<file path="src/rtl/uart_rx_fifo.sv">
// uart_rx_fifo: first-word-fall-through receive buffer between the UART
// receiver (byte + ready level) and the GPIO polling path. Each rising
// edge of rx_valid captures one byte; GPIO pops the head after reading it.
module uart_rx_fifo #(
    parameter int DEPTH  = 16,
    parameter int ADDR_W = 4
) (
    input  logic              clk,
    input  logic              rst_n,
    input  logic [7:0]        rx_byte,
    input  logic              rx_valid,
    input  logic              pop,
    input  logic              clr_overflow,
    output logic [7:0]        rd_data,
    output logic              empty,
    output logic              full,
    output logic [ADDR_W:0]   count,
    output logic              overflow
);

    localparam logic [ADDR_W:0] FULL_CNT = (ADDR_W+1)'(DEPTH);

    logic [7:0]        mem [DEPTH];
    logic [ADDR_W-1:0] wr_ptr;
    logic [ADDR_W-1:0] rd_ptr;
    logic              rx_valid_q;
    logic              push_req;
    logic              do_push;
    logic              do_pop;
    logic              drop;

    // Flags come from the registered count only, so nothing here depends
    // combinationally on pop or rx_valid.
    assign empty   = (count == '0);
    assign full    = (count == FULL_CNT);
    assign rd_data = empty ? 8'h00 : mem[rd_ptr];

    // One push per rising edge of the ready level. A pop while full frees a
    // slot in the same cycle, so the push is still accepted then.
    assign push_req = rx_valid & ~rx_valid_q;
    assign do_pop   = pop & ~empty;
    assign do_push  = push_req & (~full | do_pop);
    assign drop     = push_req & full & ~do_pop;

    // Edge-detect register; resets high so a level already present at
    // reset release is not mistaken for a new byte.
    always_ff @(posedge clk or negedge rst_n) begin
        if (!rst_n) rx_valid_q <= 1'b1;
        else        rx_valid_q <= rx_valid;
    end

    // Storage array: written on accepted pushes, deliberately not reset.
    always_ff @(posedge clk) begin
        if (do_push) mem[wr_ptr] <= rx_byte;
    end

    // Pointers wrap naturally through ADDR_W-bit arithmetic.
    always_ff @(posedge clk or negedge rst_n) begin
        if (!rst_n) begin
            wr_ptr <= '0;
            rd_ptr <= '0;
        end else begin
            if (do_push) wr_ptr <= wr_ptr + 1'b1;
            if (do_pop)  rd_ptr <= rd_ptr + 1'b1;
        end
    end

    // Occupancy is its own register so full and empty stay distinguishable
    // when the pointers are equal.
    always_ff @(posedge clk or negedge rst_n) begin
        if (!rst_n) begin
            count <= '0;
        end else begin
            case ({do_push, do_pop})
                2'b10:   count <= count + 1'b1;
                2'b01:   count <= count - 1'b1;
                default: count <= count;
            endcase
        end
    end

    // Sticky overflow; a drop in the same cycle as a clear keeps it set.
    always_ff @(posedge clk or negedge rst_n) begin
        if (!rst_n)            overflow <= 1'b0;
        else if (drop)         overflow <= 1'b1;
        else if (clr_overflow) overflow <= 1'b0;
    end

endmodule

</file>
<file path="config.mk">
export PLATFORM = sky130hd
export DESIGN_NAME = uart_rx_fifo
export DESIGN_NICKNAME = d
export VERILOG_FILES = /design/src/rtl/uart_rx_fifo.sv
export SDC_FILE = /design/constraint.sdc
export NUM_CORES = 1
export LEC_CHECK = 0
export ABC_AREA = 1
export BUFFER_PORTS_ARGS = -buffer_cell sky130_fd_sc_hd__buf_2
export CAP_MARGIN = 25
export CORE_AREA = 2 2 110 112
export DETAILED_ROUTE_END_ITERATION = 8
export DIE_AREA = 0 0 112 114
export PLACE_DENSITY = 0.82
export SLEW_MARGIN = 20
export SYNTH_ARGS = -nofsm -noshare
export SYNTH_HDL_FRONTEND = slang
export SYNTH_SLANG_ARGS = --single-unit
</file>
<file path="constraint.sdc">
create_clock -name clk -period 2.95 [get_ports clk]
set_input_delay 0.295 -clock clk [delete_from_list [all_inputs] [get_ports clk]]
set_output_delay 0.295 -clock clk [all_outputs]
set_load 0.01 [all_outputs]
</file>
==> tab_implementation.tex <==
\begin{tabular}{lr}
\hline
Metric & Value \\
\hline
\multicolumn{2}{l}{\textbf{Status}} \\
\quad Status & finished clean \\
\multicolumn{2}{l}{\textbf{Setup path}} \\
\quad Cell repeated most along the worst path & sky130\_fd\_sc\_hd\_\_nand2\_1 \\
\quad Kind of capture point of the worst setup path & output pin \\
\quad Standard cell with the maximum stage delay on the critical path & sky130\_fd\_sc\_hd\_\_dfrtp\_2 \\
\quad Critical path's top delay family & flip-flops \\
\quad Required arrival time at the worst endpoint & 2.65 ns \\
\quad Worst EP arrival & 2.40 ns \\
\quad Type of the worst setup path & register to output pin \\
\quad Largest fanout of any net on the critical path & 25 \\
\quad Max incr delay on CP & 0.69 ns \\
\quad Startpoint class of the critical path & register \\
\quad Startpoint of the lowest-slack register-to-register path & count[0] \\
\quad Count of buffering cells on the critical path with inverters included & 2 \\
\quad CP cell instances & buf\_4 -> nand2\_1 -> nand3\_1 -> nand3\_1 -> nand2\_1 -> nand2\_1 -> a21oi\_1 -> buf\_2 \\
\quad Crit path from & rd\_ptr[0] \\
\multicolumn{2}{l}{\textbf{Synthesis}} \\
\quad Yosys cell types & 27 \\
\quad Synth Instances & 548 \\
\quad Area share of the largest cell type after synthesis & 0.622 \\
\quad Proportion of synthesized chip area in sequential cells & 0.683 \\
\quad Synth area leader & sky130\_fd\_sc\_hd\_\_edfxtp\_1 \\
\quad YS warnings & 0 \\
\quad Mapped Area & 6180 um2 \\
\quad Synth area leaders & sky130\_fd\_sc\_hd\_\_edfxtp\_1 62\%, sky130\_fd\_sc\_hd\_\_nand2\_1 11\%, sky130\_fd\_sc\_hd\_\_nand3\_1 8.7\% \\
\quad Register bit count reported by yosys & 143 \\
\quad Syn Nets & 570 \\
\quad Syn\_area\_per\_cell & 11.3 um2 \\
\multicolumn{2}{l}{\textbf{Timing}} \\
\quad Share of the cycle needed by the critical path after routing & 0.915 \\
\quad Layout Skew & 0.00544 ns \\
\quad Post-layout minimum cycle time & 2.70 ns \\
\quad Maximum clock frequency & 371 MHz \\
\quad Number of hold violations in the final report & 0 \\
\quad RSZ-0062 raised after global routing & false \\
\quad Final setup violation count & 0 \\
\quad Aggregate negative setup slack & 0 ns \\
\quad Relative slew slack & 0.397 \\
\quad Number of max-slew violations in the final report & 0 \\
\quad Worst-margin pin slew & 0.898 ns \\
\multicolumn{2}{l}{\textbf{CTS}} \\
\quad Total CTS buffers & 17 \\
\quad Insertion delay of the later-clocked pin in the worst-skew pair & 0.41 ns \\
\quad CTS tree & done \\
\quad H-tree lvl count & 4 \\
\quad Clk root buf & sky130\_fd\_sc\_hd\_\_clkbuf\_16 \\
\quad TritonCTS sink count & 143 \\
\quad Deepest clock path buffer count & 2 \\
\quad Clk slew on worst S/H paths & 0.06 ns \\
\multicolumn{2}{l}{\textbf{Final layout}} \\
\quad Commonest cells after routing, fill and taps aside & 183 x sky130\_fd\_sc\_hd\_\_nand2\_1, 128 x sky130\_fd\_sc\_hd\_\_edfxtp\_1, 108 x sky130\_fd\_sc\_hd\_\_nand3\_1 \\
\quad Area growth syn-to-layout & 13.6\% \\
\quad Nets@finish & 610 \\
\quad Fin area & 7020 um2 \\
\quad Area of the multi-input gates & 1690 um2 \\
\quad Sequential cell area & 4220 um2 \\
\quad Number of diodes added for antenna fixing & 0 \\
\quad Most frequent standard cell in the layout excluding fill and tap cells & sky130\_fd\_sc\_hd\_\_nand2\_1 \\
\quad Layout filler cell count & 900 \\
\quad Fraction of final layout cells sized beyond drive strength 1 & 0.158 \\
\multicolumn{2}{l}{\textbf{Power and ir drop}} \\
\quad Switching power & 0.00260 W \\
\quad Net switching fraction of the power & 0.378 \\
\quad Maximum vdd drop & 0.642 mV \\
\quad Power density cells & 978 nW/um2 \\
\quad Comb pwr share & 0.349 \\
\quad Power share of the clock group & 0.273 \\
\quad Internal power & 0.00427 W \\
\quad Share of total power in sequential cells & 0.378 \\
\quad Power after layout & 0.00687 W \\
\quad Leakage component of the power & 2.73 nW \\
\multicolumn{2}{l}{\textbf{Drt}} \\
\quad Iter 0 DRT Violations & 414 \\
\quad Detailed Routing Iterations Pass 1 & 5 \\
\quad Remaining antenna violation count after routing & 0 \\
\quad Vias & 4,289 \\
\quad Drt via density & 5.73 \\
\quad Wirelength, routed & 13.6 mm \\
\quad Wire per inst & 18.1 um \\
\quad \# DRC & 0 \\
\multicolumn{2}{l}{\textbf{Place}} \\
\quad Sum of net half-perimeters after detailed placement & 8.39 mm \\
\quad Placer congestion estimate & 0.870 \\
\quad Post-detailed-placement cell area & 6450 um2 \\
\quad Port Buffer Count & 28 \\
\multicolumn{2}{l}{\textbf{Die}} \\
\quad DIE HEIGHT & 114 um \\
\quad Die outline area & 12,800 um2 \\
\quad Die outline width & 112 um \\
\quad Std-Cell Rows & 40 \\
\quad Std-Cell Core Area & 11,700 um2 \\
\quad Boundary Pins & 29 \\
\quad Initial core utilization & 0.528 \\
\multicolumn{2}{l}{\textbf{Flow run}} \\
\quad Max-cap violations & 0 \\
\multicolumn{2}{l}{\textbf{Global routing}} \\
\quad Number of global-route vias before repair & 4,164 \\
\quad Total routing resource utilization after global routing & 0.226 \\
\quad Largest net degree at the start of global routing & 66 \\
\quad First-pass GRT wire length & 22.0 mm \\
\quad Global-route met2 utilization & 0.370 \\
\quad Number of antenna violations at the first check in global routing & 0 \\
\quad Most utilized layer in the global route result & met2 \\
\quad Global routing met3 resource utilization & 0.0590 \\
\quad Global route total overflow & 0 \\
\quad Global-route met1 utilization & 0.295 \\
\multicolumn{2}{l}{\textbf{Worst hold path}} \\
\quad Worst min-delay path startpoint & clr\_overflow \\
\quad Hold Path Class & input pin to register \\
\hline
\end{tabular}
==> state kept, by name, indices dropped and copies added (netlist names) <==
name	flops
wr_ptr	4
overflow	1
count	5
rd_ptr	4
rx_valid_q	1
mem	128
==> layout make-up <==
| class | instances | area share |
|---|---|---|
| well taps | 147 | 0.0262 |
| flip-flops and latches | 143 | 0.601 |
| inverters | 25 | 0.0134 |
| multi-input cells | 353 | 0.240 |
| repair buffers | 48 | 0.0435 |
| clock inverters | 11 | 0.00998 |
| clock buffers | 21 | 0.0656 |
==> synthesized netlist by cell type, drive strengths merged <==
| cell | number |
|---|---|
| a21o | 1 |
| o21bai | 1 |
| o21ai | 7 |
| dfrtp | 14 |
| buf | 24 |
| nand3 | 109 |
| clkbuf | 3 |
| nor3 | 16 |
| nor2 | 5 |
| nand2 | 186 |
| inv | 25 |
| xor2 | 6 |
| ha | 9 |
| xnor2 | 3 |
| a21oi | 10 |
| edfxtp | 128 |
| dfstp | 1 |
==> metrics by stage <==
stage          setup WS [ns]  hold slack (ns)  instances   util
4_1_cts                0.276           0.0428        747  0.598
5_1_grt               0.0868           0.0574        748  0.600
6_report               0.252           0.0532        748  0.600
3_5_place_dp           0.294            0.216        713  0.551
3_3_place_gp           0.507            0.213        712  0.550
2_1_floorplan          0.673        -0.000591        548      -
==> power groups by stage <==
stage / clock (W) / combinational, W / sequential [W]
floorplan: 0 / 0.00177 / 0.00254
global placement: 0 / 0.00226 / 0.00261
detailed placement: 0 / 0.00234 / 0.00263
CTS: 0.00190 / 0.00237 / 0.00259
global route: 0.00198 / 0.00267 / 0.00262
finish: 0.00188 / 0.00240 / 0.00260
==> logic make-up after synthesis <==
logic type | Yosys count | synth area share
simple gates | 316 | 0.224
fa+ha+maj | 9 | 0.0182
flops | 143 | 0.683
buf+inv | 52 | 0.0467
xor+xnor | 9 | 0.0127
compound gates | 19 | 0.0162
==> per-layer routing <==
layer  vias to the layer above  share of wire
li1                       1976              -
met1                      2036           0.39
met2                       238           0.49
met3                        39          0.094
met4                         0          0.027
met5                         -              0
==> what timing repair did <==
action	4_1_cts	5_1_grt
setup buffers	0	0
resized for setup	0	1
endpoints found under the setup margin	0	1
hold buffers	2	0
hold endpoints to repair	15	0
==> worst register-to-register path, cell delays in order, from the launching register on <==
cell	delay [ns]
sky130_fd_sc_hd__dfrtp_1	0.45
sky130_fd_sc_hd__nor2_2	0.13
sky130_fd_sc_hd__nand3_2	0.14
sky130_fd_sc_hd__nor2_4	0.14
sky130_fd_sc_hd__nand2_2	0.08
sky130_fd_sc_hd__nand2_4	0.23
sky130_fd_sc_hd__ha_1	0.36
sky130_fd_sc_hd__xor2_1	0.27
sky130_fd_sc_hd__ha_1	0.20
sky130_fd_sc_hd__a21o_1	0.12
sky130_fd_sc_hd__nand3_1	0.10
sky130_fd_sc_hd__nand2_1	0.08
sky130_fd_sc_hd__nand2_1	0.05
sky130_fd_sc_hd__nand3_1	0.06
sky130_fd_sc_hd__nand2_1	0.05
==> worst paths after layout <==
kind                               to  slack, ns  depth (start not counted)
setup / recovery           rd_data[2]       0.25                          8
hold / removal               overflow       0.05                          2
setup reg to reg             count[4]       0.37                         14
hold reg to reg              overflow       0.52                          2
max in group asynchronous  rx_valid_q       2.34                          2
min in group asynchronous    count[2]       0.31                          2
Note: power is estimated with default switching activity, not from simulation.
